<file path="src/rtl/rt_mem_boot_loader_pkg.sv">
// Shared types for the racetrack LiM port-B boot loader: FSM states and the
// port-B request bundle that the loader and the core both produce.
package rt_mem_pkg;

   localparam int RT_ADDR_W  = 22;
   localparam int RT_FUNCT_W = 3;

   typedef enum logic [2:0] {
      IDLE,
      FETCH,
      ISSUE,
      WAIT_VALID,
      GAP,
      SETTLE,
      DONE,
      ERR
   } loader_state_e;

   typedef struct packed {
      logic                  en;
      logic                  we;
      logic [RT_ADDR_W-1:0]  addr;
      logic [31:0]           wdata;
      logic [3:0]            be;
      logic [RT_FUNCT_W-1:0] funct;
      logic                  we_funct;
      logic [RT_ADDR_W-1:0]  range;
   } port_b_req_t;

endpackage

</file>
<file path="src/rtl/rt_mem_boot_loader_port_b_mux.sv">
// Port-B owner select: the loader request wins while it is busy, otherwise the
// core request passes straight through.
module rt_port_b_mux
   import rt_mem_pkg::*;
(
   input  logic        sel,
   input  port_b_req_t core_req,
   input  port_b_req_t ld_req,
   output port_b_req_t req
);

   assign req = sel ? ld_req : core_req;

endmodule

</file>
<file path="src/rtl/rt_mem_boot_loader.sv">
// Streams a firmware image into dp_ram port B one word per transaction, then
// hands port B back to the core and raises fetch_enable_o.
module rt_mem_boot_loader
   import rt_mem_pkg::*;
#(
   parameter int ADDR_W      = RT_ADDR_W,
   parameter int LIM_FUNCT_W = RT_FUNCT_W,
   parameter int TIMEOUT_CYC = 1024,
   parameter int SETTLE_CYC  = 3
) (
   input  logic                   clk_i,
   input  logic                   rst_i,
   input  logic                   start_i,
   input  logic [ADDR_W-3:0]      num_words_i,
   input  logic                   src_valid_i,
   input  logic [31:0]            src_data_i,
   output logic                   src_ready_o,
   input  logic                   core_en_i,
   input  logic                   core_we_i,
   input  logic [ADDR_W-1:0]      core_addr_i,
   input  logic [31:0]            core_wdata_i,
   input  logic [3:0]             core_be_i,
   input  logic [LIM_FUNCT_W-1:0] core_funct_i,
   input  logic                   core_we_funct_i,
   input  logic [ADDR_W-1:0]      core_range_i,
   output logic                   core_rvalid_o,
   output logic [31:0]            core_rdata_o,
   output logic                   mem_en_o,
   output logic                   mem_we_o,
   output logic [ADDR_W-1:0]      mem_addr_o,
   output logic [31:0]            mem_wdata_o,
   output logic [3:0]             mem_be_o,
   output logic [LIM_FUNCT_W-1:0] mem_funct_o,
   output logic                   mem_we_funct_o,
   output logic [ADDR_W-1:0]      mem_range_o,
   input  logic                   mem_rvalid_i,
   input  logic [31:0]            mem_rdata_i,
   output logic                   busy_o,
   output logic                   fetch_enable_o,
   output logic                   err_o
);

   localparam int TMO_W = $clog2(TIMEOUT_CYC + 1);

   loader_state_e     state_q;
   logic [ADDR_W-1:0] addr_q;
   logic [ADDR_W-3:0] cnt_q;
   logic [ADDR_W-3:0] num_q;
   logic [31:0]       data_q;
   logic [TMO_W-1:0]  tmo_q;
   logic              core_pend_q;
   logic              start_pend_q;
   logic              fe_q;
   logic              err_q;

   logic              busy;
   logic              go;
   logic [ADDR_W-3:0] nw;
   port_b_req_t       core_req;
   port_b_req_t       ld_req;
   port_b_req_t       req;

   assign busy = (state_q != IDLE) && (state_q != DONE);
   // A start waits until no core transaction is in flight, so its rvalid
   // never lands while the loader owns the port.
   assign go   = (start_i || start_pend_q) && !core_en_i && (!core_pend_q || mem_rvalid_i);
   assign nw   = start_i ? num_words_i : num_q;

   always_ff @(posedge clk_i or posedge rst_i) begin
      if (rst_i) begin
         state_q      <= IDLE;
         addr_q       <= '0;
         cnt_q        <= '0;
         num_q        <= '0;
         data_q       <= '0;
         tmo_q        <= '0;
         core_pend_q  <= 1'b0;
         start_pend_q <= 1'b0;
         fe_q         <= 1'b0;
         err_q        <= 1'b0;
      end else begin
         if (busy) core_pend_q <= 1'b0;
         else      core_pend_q <= core_en_i || (core_pend_q && !mem_rvalid_i);

         case (state_q)
            IDLE: begin
               if (start_i) num_q <= num_words_i;
               if (go) begin
                  start_pend_q <= 1'b0;
                  addr_q       <= '0;
                  cnt_q        <= '0;
                  tmo_q        <= '0;
                  state_q      <= (nw == '0) ? SETTLE : FETCH;
               end else if (start_i) begin
                  start_pend_q <= 1'b1;
               end
            end
            FETCH: begin
               if (src_valid_i) begin
                  data_q  <= src_data_i;
                  state_q <= ISSUE;
               end
            end
            ISSUE: begin
               tmo_q   <= '0;
               state_q <= WAIT_VALID;
            end
            WAIT_VALID: begin
               if (mem_rvalid_i) begin
                  state_q <= GAP;
               end else if (tmo_q == TMO_W'(TIMEOUT_CYC - 1)) begin
                  err_q   <= 1'b1;
                  state_q <= ERR;
               end else begin
                  tmo_q <= tmo_q + TMO_W'(1);
               end
            end
            GAP: begin
               addr_q <= addr_q + ADDR_W'(4);
               cnt_q  <= cnt_q + (ADDR_W-2)'(1);
               tmo_q  <= '0;
               state_q <= (cnt_q + (ADDR_W-2)'(1) == num_q) ? SETTLE : FETCH;
            end
            SETTLE: begin
               if (tmo_q == TMO_W'(SETTLE_CYC - 1)) begin
                  fe_q    <= 1'b1;
                  state_q <= DONE;
               end else begin
                  tmo_q <= tmo_q + TMO_W'(1);
               end
            end
            DONE:    state_q <= DONE;
            ERR:     state_q <= ERR;
            default: state_q <= IDLE;
         endcase
      end
   end

   always_comb begin
      core_req          = '0;
      core_req.en       = core_en_i;
      core_req.we       = core_we_i;
      core_req.addr     = core_addr_i;
      core_req.wdata    = core_wdata_i;
      core_req.be       = core_be_i;
      core_req.funct    = core_funct_i;
      core_req.we_funct = core_we_funct_i;
      core_req.range    = core_range_i;
   end

   // Loader always writes full words; only en pulses, the rest is held.
   always_comb begin
      ld_req       = '0;
      ld_req.en    = (state_q == ISSUE);
      ld_req.we    = 1'b1;
      ld_req.addr  = addr_q;
      ld_req.wdata = data_q;
      ld_req.be    = 4'hF;
   end

   rt_port_b_mux u_mux (
      .sel      (busy),
      .core_req (core_req),
      .ld_req   (ld_req),
      .req      (req)
   );

   assign mem_en_o       = req.en;
   assign mem_we_o       = req.we;
   assign mem_addr_o     = req.addr;
   assign mem_wdata_o    = req.wdata;
   assign mem_be_o       = req.be;
   assign mem_funct_o    = req.funct;
   assign mem_we_funct_o = req.we_funct;
   assign mem_range_o    = req.range;

   assign src_ready_o    = (state_q == FETCH) && src_valid_i;
   assign core_rvalid_o  = mem_rvalid_i && !busy;
   assign core_rdata_o   = mem_rdata_i;
   assign busy_o         = busy;
   assign fetch_enable_o = fe_q;
   assign err_o          = err_q;

endmodule
</file>
<file path="config.mk">
export PLATFORM = sky130hd
export DESIGN_NAME = rt_mem_boot_loader
export DESIGN_NICKNAME = d
export VERILOG_FILES = /design/src/rtl/rt_mem_boot_loader_pkg.sv /design/src/rtl/rt_mem_boot_loader_port_b_mux.sv /design/src/rtl/rt_mem_boot_loader.sv
export SDC_FILE = /design/constraint.sdc
export NUM_CORES = 1
export LEC_CHECK = 0
export CAP_MARGIN = 15
export CORE_MARGIN = 1
export CORE_UTILIZATION = 45
export CTS_CLUSTER_SIZE = 28
export DETAILED_ROUTE_END_ITERATION = 16
export PLACE_DENSITY = 0.91
export RECOVER_POWER = 50
export SLEW_MARGIN = 0
export SYNTH_ARGS = -nofsm -noshare
export SYNTH_HDL_FRONTEND = slang
export SYNTH_SLANG_ARGS = --single-unit
</file>
<file path="constraint.sdc">
create_clock -name clk_i -period 8.65 [get_ports clk_i]
set_clock_uncertainty 0.05 [all_clocks]
set_input_delay 2.1625 -clock clk_i [delete_from_list [all_inputs] [get_ports clk_i]]
set_output_delay 2.1625 -clock clk_i [all_outputs]
set_load 0.02 [all_outputs]
</file>
Word level (Yosys, flattened, before mapping)
Index checks and enable logic that the tools add are counted.
Storage, ports and cells
  bits in registers: 112
  bits of input ports: 175
  output and inout bits: 123
  word-level logic and storage cells: 81
Cells by class
  add/subtract/negate cells: 3
  equal/unequal tests: 18
  muxes and demuxes: 22
  bitwise operators: 1
  reductions and logical operators: 27
Operators with widths (count)
  $mux 86: 1
  $mux 11: 4
  $pmux 11 s4: 1
  $pmux 22 s2: 1
  $mux 20: 2
  $pmux 20 s2: 1
  $pmux 3 s8: 1
  $add 22x3->22 const B: 1
  $mux 22: 1
  $mux 3: 7
  $add 20x1->20 const B: 1
  $eq 20x20->1: 1
  $logic_not 20->1: 1
  $eq 3x3->1 const B: 4
  $ne 2x2->1 const B: 6
  $add 11x1->11 const B: 1
  $eq 11x10->1 const B: 1
  $eq 11x2->1 const B: 1
  $reduce_and 2->1: 4
  $eq 3x2->1 const B: 2
  $logic_and 1x1->1: 6
  $ne 3x3->1 const B: 2
  $reduce_and 5->1: 1
  $logic_not 1->1: 4
  11 further kinds: 16

Longest topological paths before layout
  word-level depth: 5
  gate-level depth with buffers: 10

Modules after synthesis
Synthesis repeated with hierarchy kept, for this count alone.
Second synthesis, totals
  cell total of the unflattened synthesis: 699
  area total of the unflattened synthesis: 7170.6 sq um
Modules (own cells, without submodules)
  rt_mem_boot_loader: times used 1, cells each 603, area an instance 5925.7 sq um, seq. area each 2752.6 sq um
  rt_port_b_mux: times used 1, cells each 96, area an instance 1244.9 sq um, seq. area each 0.0 sq um

Worst setup path before layout
OpenSTA, ideal clock, no wires.
  path type: input port to output port
  from: in core_en_i
  to: out mem_en_o
  arrival time: 2.832 ns
  data required time: 6.438 ns
  setup slack: 3.606 ns
  stages: 3
  cell sequence: inv_1 > maj3_1 > nor2_1
Between the ends
  cells in the longest elaborated chain, start to end: 1
RTL lines
  start, declared: line rt_mem_boot_loader.sv:18  | input logic core_en_i,
  $mux 86: line rt_mem_boot_loader_port_b_mux.sv:12  | assign req = sel ? ld_req : core_req;
  end, declared: line rt_mem_boot_loader.sv:28  | output logic mem_en_o,
No other way between the ends.

Worst setup path after layout
  from: in src_valid_i
  to: out src_ready_o
Between the ends
  cells in the longest elaborated chain, start to end: 1
RTL lines
  start, declared: line rt_mem_boot_loader.sv:15  | input logic src_valid_i,
  $logic_and 1x1->1: line rt_mem_boot_loader.sv:177  | assign src_ready_o = (state_q == FETCH) && src_valid_i;
  end, declared: line rt_mem_boot_loader.sv:17  | output logic src_ready_o,
No other way between the ends.

==> impl_results.md <==
* Min cycle time layout at 7219 ps
* Grt total ovfl at 0
* Max FO, Critical Path at 33
* Final worst slack at 1431 ps
* Arrival time at the worst endpoint at 5010 ps
* Synth warn at 0
* Internal Pwr Total at 1.942 mW
* Core area at 14590 sq um
* RSZ-0062 raised after global routing: no
* Clk buf depth at 2
* Psw at 1.386 mW
* Peak Freq at 138.5 MHz
* Pin count of the biggest net entering global routing at 66
* Final Instance Area at 9254 sq um
* RD Place Congestion at 0.8778
* Rel. slew slack at -38.74%
* Static leakage at 3.695 nW
* Vias in the first global route at 5838
* Input/output buffers at 233
* Max-slew violations at 81
* Pre-antenna DRT Iters at 4
* FFs w/ async S/R, synth at 100.0%
* TNS Setup at 0 ps
* Syn_nets at 860
* Starting DRT DRC Count at 302
* First-pass GRT wire length at 29980 um
* MaxCap Viol Count at 2
* # resized after CTS at 0
* PD cells at 359.6 nW/um^2
* Clk sinks at 110
* Die Area at 15550 sq um
* Synth unique cells at 65
* Mapped Avg Cell Area at 9.951 sq um
* CTS clk-pin slew, worst paths at 70 ps
* Worst setup path start: src_valid_i
* Crit. End Element: output pin
* Post-Synthesis Cells at 681
* Commonest cells after routing, fill and taps aside: clkdlybuf4s50_1 (228), dfrtp_1 (110), mux2_2 (104)
* EDFF count, synth at 0
* Global Route Usage Sum at 24.20%
* Root Driver: clkbuf_16
* Count of state elements after synthesis at 110
* Starting density of the core at 46.45%
* Total CTS buffers at 9
* WP data required at 6440 ps
* Die Y at 124.7 um
* WL/cell at 17.79 um
* Setup crit start kind: input pin
* Comb power frac at 57.0%
* Sequential element share of the synthesized area at 40.62%
* VDD IR max at 0.3188 mV
* Min-delay worst type: register to register
* # DRC at 0
* Slew @ Worst Pin at 2070 ps
* CTS H-tree lvls at 3
* Routed Wire Length at 18700 um
* Most common cell after layout, fill and taps aside: clkdlybuf4s50_1
* Vias after detailed routing at 5909
* Post-placement cell count at 1035
* Share of power burned in registers at 30.5%
* Number of nets in the layout at 1041
* Clk_lat worst skew at 350 ps
* Fin cells at 1051
* Hold Path Origin: err_o$_DFFE_PP0P_
* CTS tree: yes
* Worst Path Class, Setup: input pin to output pin
* Die width at 124.7 um
* Net Sw Frac at 41.65%
* Site Rows at 44
* Dominant cell type by area after synthesis: dfrtp_1
* Fraction of layout cells with a size suffix above 1 at 16.51%
* Top cell type's share of synthesized area at 40.62%
* Area contributors post-synth: dfrtp_1 (41%), mux2_2 (17%), buf_4 (4.1%), o21ai_0 (4.0%), and2_1 (3.0%)
* Final period util at 83.46%
* Hold slack at 430.7 ps
* # setup viols final at 0
* Final core utilization at 63.43%
* Status: finished with violations
* Worst r2r src: state_q[0]$_DFFE_PP0P_
* Most used DFF post-synth: dfrtp_1
* Failing checks: max-capacitance violations, max-slew violations
* Initial antenna violation count at 1
* Hold-fix buffers, CTS at 0
* DP Worst Slack at 2484 ps
* I/O pins at 298
* Synthesized area at 6776 sq um
* Final ANT Viol Nets at 0
* Fin. Hold Viols at 0
* Total power at 3.328 mW
* Post-CTS Setup Bufs at 0
* Clock power frac at 12.4%
* Synth-to-Final Area Change at 36.56%
* Vias per cell at 5.622
* Area of placed instances at 8980 sq um
* Post-DP HPWL at 13880 um
[worst paths after layout]
check                                          to  slack (ps)  cells after the start
max                                   src_ready_o        1430                      4
min                             err_o$_DFFE_PP0P_         430                      2
min in group asynchronous  addr_q[21]$_DFFE_PP0P_        2750                      2
max reg2reg                data_q[19]$_DFFE_PP0P_        5370                      4
min reg2reg                     err_o$_DFFE_PP0P_         430                      2
max in group asynchronous  data_q[13]$_DFFE_PP0P_        4220                      3
[state kept, by name, indices dropped and copies added (netlist names)]
signal,count
core_pend_q,1
err_o,1
num_q,20
fetch_enable_o,1
data_q,32
addr_q,20
state_q,3
cnt_q,20
tmo_q,11
start_pend_q,1
[synthesized netlist by cell type, types with 4 or more instances]
| master | number |
|---|---|
| dfrtp_1 | 110 |
| mux2_2 | 105 |
| o21ai_0 | 54 |
| nand2_1 | 48 |
| nor2_1 | 41 |
| buf_4 | 37 |
| and2_1 | 33 |
| nand3_1 | 32 |
| xnor2_1 | 20 |
| clkbuf_1 | 18 |
| o31ai_1 | 17 |
| nand4_1 | 13 |
| xor2_1 | 13 |
| and3_1 | 12 |
| buf_2 | 11 |
| nor3_1 | 11 |
| inv_1 | 10 |
| nor4_1 | 9 |
| a21oi_1 | 7 |
| a31oi_1 | 7 |
| o211ai_1 | 6 |
| or3_1 | 6 |
| nand2b_1 | 5 |
| a22oi_1 | 4 |
| ha_1 | 4 |
[per-layer routing]
layer	up-vias	part of all wire, %	GRT usage, %
met5	-	0	0
met1	2888	42	30.29
li1	2791	-	-
met2	204	51	41.34
met4	0	1.7	7.016
met3	26	5.7	5.713
[area by class of cell]
class	count	area, sq um
inverters	11	42.54
clock buffers	10	229.0
fillers	1131	5335
multi-input cells	493	3580
repair buffers	237	2359
well taps	184	230.2
diodes	1	2.502
flip-flops and latches	110	2753
clock inverters	5	58.81
[power groups by stage]
stage	combinational, mW	clock [mW]	sequential [mW]
floorplan	1.27	0	0.885
global placement	1.86	0	1.01
detailed placement	1.89	0	1.02
CTS	1.91	0.421	1.01
global route	2.03	0.439	1.05
finish	1.90	0.414	1.02
[logic make-up after synthesis]
logic type | Yosys count | share of synthesized area (%)
XOR/XNOR | 33 | 4.265
AND/OR/NAND/NOR | 234 | 19.15
flip-flops | 110 | 40.62
adder cells (fa/ha/maj) | 5 | 0.8863
AO/OA/AOI/OAI | 115 | 10.89
buffers and inverters | 78 | 6.591
multiplexers | 106 | 17.60
[worst max-delay path: stages]
cell and delay, ps:
clkdlybuf4s50_1 500, nor3b_1 200, clkbuf_1 1300, clkdlybuf4s50_1 840
Note: power is estimated with default switching activity, not from simulation.
